File: config.mk
export PLATFORM = sky130hd
export DESIGN_NAME = apu_pulse_bank
export DESIGN_NICKNAME = d
export VERILOG_FILES = /design/src/rtl/apu_pulse_bank.sv
export SDC_FILE = /design/constraint.sdc
export NUM_CORES = 1
export LEC_CHECK = 0
export ABC_AREA = 1
export BUFFER_PORTS_ARGS = -buffer_cell sky130_fd_sc_hd__buf_4
export CORE_MARGIN = 2
export CORE_UTILIZATION = 55
export CTS_CLUSTER_SIZE = 12
export DETAILED_ROUTE_END_ITERATION = 16
export GPL_ROUTABILITY_DRIVEN = 0
export HOLD_SLACK_MARGIN = 0.08
export PLACE_DENSITY = 0.81
export SLEW_MARGIN = 20
export SYNTH_ARGS = -nofsm -noshare
export SYNTH_HDL_FRONTEND = slang
export SYNTH_SLANG_ARGS = --single-unit
export TNS_END_PERCENT = 20
File: constraint.sdc
create_clock -name clk -period 5.65 [get_ports clk]
set_clock_uncertainty 0.1 [all_clocks]
set_input_delay 0.2825 -clock clk [delete_from_list [all_inputs] [get_ports clk]]
set_output_delay 0.2825 -clock clk [all_outputs]
set_load 0.005 [all_outputs]
File: src/rtl/apu_pulse_bank.sv
// Bank of NUM_CH NES-style pulse channels behind a byte-wide register port.
// Each channel has a duty sequencer, envelope, sweep and length counter; outputs are summed into a registered mix.
module apu_pulse_bank #(
  parameter int NUM_CH = 2,
  parameter int MIX_W  = 6
) (
  input  logic              clk,
  input  logic              reset,
  input  logic              enable_240hz,
  input  logic              enable_120hz,
  input  logic              wr_en,
  input  logic [4:0]        wr_addr,
  input  logic [7:0]        wr_data,
  output logic [MIX_W-1:0]  mix,
  output logic [NUM_CH-1:0] active
);

  localparam logic [4:0] ENABLE_ADDR = 5'h15;

  // Field order matches the register bit layout, so a write is a plain cast.
  typedef struct packed {
    logic [1:0] duty;
    logic       halt;
    logic       const_vol;
    logic [3:0] vol;
  } ctrl_t;

  typedef struct packed {
    logic       en;
    logic [2:0] div_p;
    logic       negate;
    logic [2:0] shift;
  } sweep_cfg_t;

  function automatic logic [7:0] len_lut(input logic [4:0] idx);
    logic [7:0] len_val;
    case (idx)
      5'd0:  len_val = 8'd10;   5'd1:  len_val = 8'd254;
      5'd2:  len_val = 8'd20;   5'd3:  len_val = 8'd2;
      5'd4:  len_val = 8'd40;   5'd5:  len_val = 8'd4;
      5'd6:  len_val = 8'd80;   5'd7:  len_val = 8'd6;
      5'd8:  len_val = 8'd160;  5'd9:  len_val = 8'd8;
      5'd10: len_val = 8'd60;   5'd11: len_val = 8'd10;
      5'd12: len_val = 8'd14;   5'd13: len_val = 8'd12;
      5'd14: len_val = 8'd26;   5'd15: len_val = 8'd14;
      5'd16: len_val = 8'd12;   5'd17: len_val = 8'd16;
      5'd18: len_val = 8'd24;   5'd19: len_val = 8'd18;
      5'd20: len_val = 8'd48;   5'd21: len_val = 8'd20;
      5'd22: len_val = 8'd96;   5'd23: len_val = 8'd22;
      5'd24: len_val = 8'd192;  5'd25: len_val = 8'd24;
      5'd26: len_val = 8'd72;   5'd27: len_val = 8'd26;
      5'd28: len_val = 8'd16;   5'd29: len_val = 8'd28;
      5'd30: len_val = 8'd32;   default: len_val = 8'd30;
    endcase
    return len_val;
  endfunction

  // Bit n of each pattern is the output level at sequencer step n.
  function automatic logic duty_bit(input logic [1:0] duty, input logic [2:0] step);
    logic [7:0] pattern;
    case (duty)
      2'd0:    pattern = 8'b0000_0010;
      2'd1:    pattern = 8'b0000_0110;
      2'd2:    pattern = 8'b0001_1110;
      default: pattern = 8'b1111_1001;
    endcase
    return pattern[step];
  endfunction

  logic              presc_tick;
  logic [NUM_CH-1:0] en_reg;
  logic [3:0]        ch_out [NUM_CH];
  logic [MIX_W-1:0]  mix_next;

  // NOTE: sequential state is assigned with <= only, so every flop samples pre-edge values and the order of statements inside a clocked block expresses priority, not evaluation order.
  always_ff @(posedge clk) begin
    if (reset) begin
      presc_tick <= 1'b0;
      en_reg     <= '0;
      mix        <= '0;
    end else begin
      presc_tick <= ~presc_tick;
      if (wr_en && (wr_addr == ENABLE_ADDR)) en_reg <= wr_data[NUM_CH-1:0];
      mix <= mix_next;
    end
  end

  // NOTE: combinational blocks assign a default before any conditional logic so no path can leave a variable unassigned and infer a latch.
  always_comb begin
    mix_next = '0;
    for (int i = 0; i < NUM_CH; i++) mix_next = mix_next + MIX_W'(ch_out[i]);
  end

  for (genvar i = 0; i < NUM_CH; i++) begin : g_ch
    localparam logic [2:0]  CH_IDX  = 3'(i);
    // Channel 0 negates in ones' complement, the others in two's complement.
    localparam logic [11:0] NEG_ADJ = (i == 0) ? 12'd1 : 12'd0;

    ctrl_t       ctrl;
    sweep_cfg_t  sweep;
    logic        sweep_reload;
    logic [2:0]  sweep_div;
    logic [10:0] period;
    logic [10:0] timer;
    logic [2:0]  step;
    logic        env_start;
    logic [3:0]  env_decay;
    logic [3:0]  env_div;
    logic [7:0]  len;

    logic        sel;
    logic        wr_ctrl, wr_sweep, wr_lo, wr_hi;
    logic [11:0] delta, target;
    logic        mute, sweep_apply;
    logic [3:0]  volume;

    assign sel      = wr_en && (wr_addr[4:2] == CH_IDX);
    assign wr_ctrl  = sel && (wr_addr[1:0] == 2'd0);
    assign wr_sweep = sel && (wr_addr[1:0] == 2'd1);
    assign wr_lo    = sel && (wr_addr[1:0] == 2'd2);
    assign wr_hi    = sel && (wr_addr[1:0] == 2'd3);

    always_comb begin
      delta  = {1'b0, period} >> sweep.shift;
      target = sweep.negate ? ({1'b0, period} - delta - NEG_ADJ)
                            : ({1'b0, period} + delta);
    end

    // target[11] set means the raised period no longer fits in 11 bits.
    assign mute        = (period < 11'd8) || (!sweep.negate && target[11]);
    assign sweep_apply = enable_120hz && (sweep_div == 3'd0) && sweep.en &&
                         (sweep.shift != 3'd0) && !mute;
    assign volume      = ctrl.const_vol ? ctrl.vol : env_decay;
    assign ch_out[i]   = (duty_bit(ctrl.duty, step) && (len != 8'd0) && !mute && en_reg[i])
                         ? volume : 4'd0;
    assign active[i]   = (len != 8'd0);

    always_ff @(posedge clk) begin
      if (reset) begin
        ctrl         <= '0;
        sweep        <= '0;
        sweep_reload <= 1'b0;
        sweep_div    <= '0;
        period       <= '0;
        timer        <= '0;
        step         <= '0;
        env_start    <= 1'b0;
        env_decay    <= '0;
        env_div      <= '0;
        len          <= '0;
      end else begin
        if (wr_ctrl)  ctrl  <= ctrl_t'(wr_data);
        if (wr_sweep) sweep <= sweep_cfg_t'(wr_data);

        // A sweep update replaces the whole period and drops a same-clk write.
        if (sweep_apply)  period       <= target[10:0];
        else if (wr_lo)   period[7:0]  <= wr_data;
        else if (wr_hi)   period[10:8] <= wr_data[2:0];

        if (presc_tick) timer <= (timer == 11'd0) ? period : timer - 11'd1;

        if (wr_hi)                                  step <= 3'd0;
        else if (presc_tick && (timer == 11'd0))    step <= step + 3'd1;

        if (enable_240hz) begin
          if (env_start) begin
            env_start <= 1'b0;
            env_decay <= 4'd15;
            env_div   <= ctrl.vol;
          end else if (env_div == 4'd0) begin
            env_div <= ctrl.vol;
            if (env_decay != 4'd0) env_decay <= env_decay - 4'd1;
            else if (ctrl.halt)    env_decay <= 4'd15;
          end else begin
            env_div <= env_div - 4'd1;
          end
        end
        if (wr_hi) env_start <= 1'b1;

        if (!en_reg[i])                                        len <= 8'd0;
        else if (wr_hi)                                        len <= len_lut(wr_data[7:3]);
        else if (enable_120hz && (len != 8'd0) && !ctrl.halt)  len <= len - 8'd1;

        if (enable_120hz) begin
          if ((sweep_div == 3'd0) || sweep_reload) sweep_div <= sweep.div_p;
          else                                     sweep_div <= sweep_div - 3'd1;
        end
        if (wr_sweep)          sweep_reload <= 1'b1;
        else if (enable_120hz) sweep_reload <= 1'b0;
      end
    end
  end

endmodule

==> key figures <==
Status
  • Outcome: complete, no violations

Detailed routing
  • Total number of vias: 9648
  • Post-route DRC violation count: 0
  • First-pass iteration count of the detailed router: 6
  • First-iteration detailed-routing DRC count: 827
  • Total length of routed wires: 24.63 mm
  • Average wire per cell in the routed design: 14.56 um
  • Vias per Instance: 5.702
  • Routed Antenna Nets: 0

Synth
  • Number of instances in the synthesized netlist: 1463
  • Dominant synthesized flop cell: dfxtp_1
  • Number of unique standard cell types used by synthesis: 56
  • Cell taking the most area after synthesis: dfxtp_1
  • Count of warnings emitted by yosys: 0
  • Simple-gate share of the synthesized area: 28.20%
  • Synth top area cells: dfxtp_1 (28%), nand2_1 (12%), inv_1 (8.4%), ha_1 (8.2%), nand3_1 (6.3%)
  • FFs w/ async S/R, synth: 0%
  • Number of enable flip-flop cells after synthesis: 0
  • Xor/xnor cell area share of the yosys netlist: 5.015%
  • Post-synth top area share: 27.51%
  • Dominant combinational cell family by area after synthesis: simple AND/OR/NAND/NOR gates
  • Post-Synthesis Net Count: 1548
  • Post-synthesis register bit count: 132
  • Post-Synth Adder-Cell Area: 9.040%
  • Multiplexer area fraction after synthesis: 0.2214%
  • Area of the mapped netlist: 0.009605 sq mm
  • Synthesized area per cell: 6.566 sq um
  • Sequential-to-total area share from yosys stat: 27.51%
  • Compound-gate portion of the synthesized area: 18.63%

Cells and area
  • Relative area change from synthesis to final layout: 8.258%
  • Post-layout instance count excluding filler cells: 1692
  • Top flop regs: g_ch.period x22, g_ch.timer x22
  • Number of diodes added for antenna fixing: 0
  • Total non-filler cell area in the finished layout: 0.01040 sq mm
  • Fillers: 1571
  • Final nets: 1539
  • Commonest cells after routing, fill and taps aside: nand2_1 (307), inv_1 (214), dfxtp_1 (132), nand3_1 (120), o21ai_0 (117)
  • Share of cells above drive strength 1: 6.817%
  • Most common cell after layout, fill and taps aside: nand2_1
  • Fraction of the core area covered by cells at the end of the flow: 60.54%

Worst setup path
  • Startpoint of the most critical register-to-register path: g_ch[1].sweep[0]$_SDFFE_PP0P_
  • Startpoint kind of the worst setup timing path: flip-flop
  • Type of element capturing the critical path: flip-flop
  • Type of the worst setup path: reg -> reg
  • Arr. time, crit path: 5240 ps
  • Buf+Inv Stages, Crit Path: 4
  • CP max FO: 13
  • Required time of the worst setup path: 5860 ps
  • CP startpoint: g_ch[1].sweep[0]$_SDFFE_PP0P_
  • Max stage delay cell, worst path: dfxtp_1
  • Cell type with the highest occurrence count on the critical path: nand2_1
  • CP peak stage delay: 580 ps
  • Worst path top cell family by delay: simple AND/OR/NAND/NOR gates

Power
  • Switching share of total power: 37.82%
  • Combinational cell fraction of total power: 32.8%
  • Power density relative to cell area: 308.9 mW/mm^2
  • Cell internal pwr: 1.997 mW
  • Net switching component of the power: 1.215 mW
  • Relative contribution of sequential cells to total power: 34.7%
  • Maximum ir drop on the vdd rail: 0.2833 mV
  • Total Power Consumption: 3.212 mW
  • Clock Power Share: 32.6%
  • Static Leakage: 4.801 nW

Floorplanning
  • Starting Density: 55.92%
  • Die Outline Area: 0.01854 sq mm
  • Row cnt: 48
  • Vertical extent of the die: 136.2 um
  • Core Area: 0.01718 sq mm
  • IO Count: 26
  • Width of the die: 136.2 um

Placed design
  • Detail Placement HPWL: 17.78 mm
  • Area of placed instances: 0.009832 sq mm
  • Number of instances in the placed design: 1659
  • Setup slack after placement: 666.5 ps
  • Port-buffer cells: 24

Global routing
  • Wire length of the first global-routing pass: 41.63 mm
  • GRT Util Overall: 27.66%
  • Grt total ovfl: 0
  • Vias in the first global route: 8882
  • Antenna violations before repair: 0
  • Pin count of the biggest net entering global routing: 56

Min path
  • Worst hold path startpoint: enable_240hz
  • Kind of path behind the tightest hold check: in -> reg

Clock tree
  • Inserted Clock Buffers: 17
  • Number of clock sinks: 132
  • Clock tree from TritonCTS: yes
  • Number of gates given a new drive strength after cts: 0
  • Clock latency reported for the late side of the worst-skew pair: 420 ps
  • H-tree Lvls: 4
  • CTS root buffer: clkbuf_16
  • Number of buffers on the longest clock path: 2
  • Clock transition at the register clock pins on the worst setup and hold paths after CTS: 60 ps

STA
  • Final worst-path setup slack: 614.4 ps
  • Final hold slack: 104.3 ps
  • Tmin final: 5036 ps
  • RSZ-0062 raised after global routing: no
  • Max-slew violation count: 0
  • Setup TNS: 0 ps
  • Final clock period utilization by the worst path: 89.12%
  • Rel. slew slack: 38.08%
  • Number of hold-slack violations in the final timing report: 0
  • Finish-stage setup viols: 0
  • Maximum operating frequency: 198.6 MHz
  • Actual slew at the worst max-slew pin: 925.4 ps

Flow run
  • Max Cap Violations: 0
worst min-delay path: cells and delay by family:
kind	cells	cell delay, ps
compound gates	1	50
buf+inv	1	160
simple gates	1	90
what timing repair did:
item	CTS	global route
endpoints found under the hold margin	2	0
buffers inserted	0	0
hold buffers	1	0
worst paths after layout:
check | to | slack (ps) | depth (start not counted)
max | mix[2]$_SDFF_PP0_ | 610 | 27
min reg2reg | g_ch[1].len[0]$_SDFFE_PP0P_ | 350 | 1
max reg2reg | mix[2]$_SDFF_PP0_ | 610 | 27
min | g_ch[1].env_div[2]$_SDFFE_PP0P_ | 100 | 3
cell families (layout without fill, tap and decap cells):
logic type	count (synthesis)	in the layout
compound gates	315	315
xor+xnor	55	55
fa+ha+maj	67	67
buf+inv	279	283
flops	132	132
mux	2	2
other cells	1	1
simple gates	612	612
power groups by stage:
stage | clock [mW] | sequential [mW] | combinational, mW
floorplan | 0 | 1.11 | 0.861
global placement | 0 | 1.13 | 1.00
detailed placement | 0 | 1.13 | 1.03
CTS | 1.05 | 1.11 | 1.04
global route | 1.10 | 1.13 | 1.20
finish | 1.05 | 1.11 | 1.05
layout make-up:
type,count,area [sq um],share of cell area [%]
well taps,225,281.5,2.707
repair buffers,26,197.7,1.901
clock buffers,18,439.2,4.223
multi-input cells,1052,5873,56.48
inverters,225,847.1,8.146
clock inverters,14,117.6,1.131
flip-flops and latches,132,2643,25.41
layer usage:
metal	vias up	track usage, %	wire length (um)
met5	-	0	0
met4	0	11.52	694
met3	69	4.773	1931
met2	389	44.64	11370
met1	4388	36.51	10630
li1	4802	-	-
cells in the mapped netlist (2+ instances only):
cell type  number
buf_6           3
buf_4           4
nand2_2        11
nor3_2          2
o211ai_1       18
buf_2           2
a21o_1          3
inv_2           5
xor2_1         41
nand3_4         2
nor3_1         22
nand3_2         5
o21ai_2         2
inv_1         214
o21ai_0       117
dfxtp_1       132
ha_1           63
fa_1            4
nand2_1       307
a21oi_1       103
nor2_2          5
a31oi_1        16
nand3_1       120
o2111ai_1       2
o32ai_1         2
o21ai_1         2
clkinv_1        5
or2_2           3
nand4_1        20
a221oi_1        4
buf_1           4
o21bai_1        3
a211oi_1       12
xnor2_1        14
nor4_1          6
clkbuf_1       41
o31ai_1         3
a21oi_2         2
o221ai_1        4
nor2_1        102
o22ai_1        18
No activity file was read; power rests on OpenSTA's default activity.
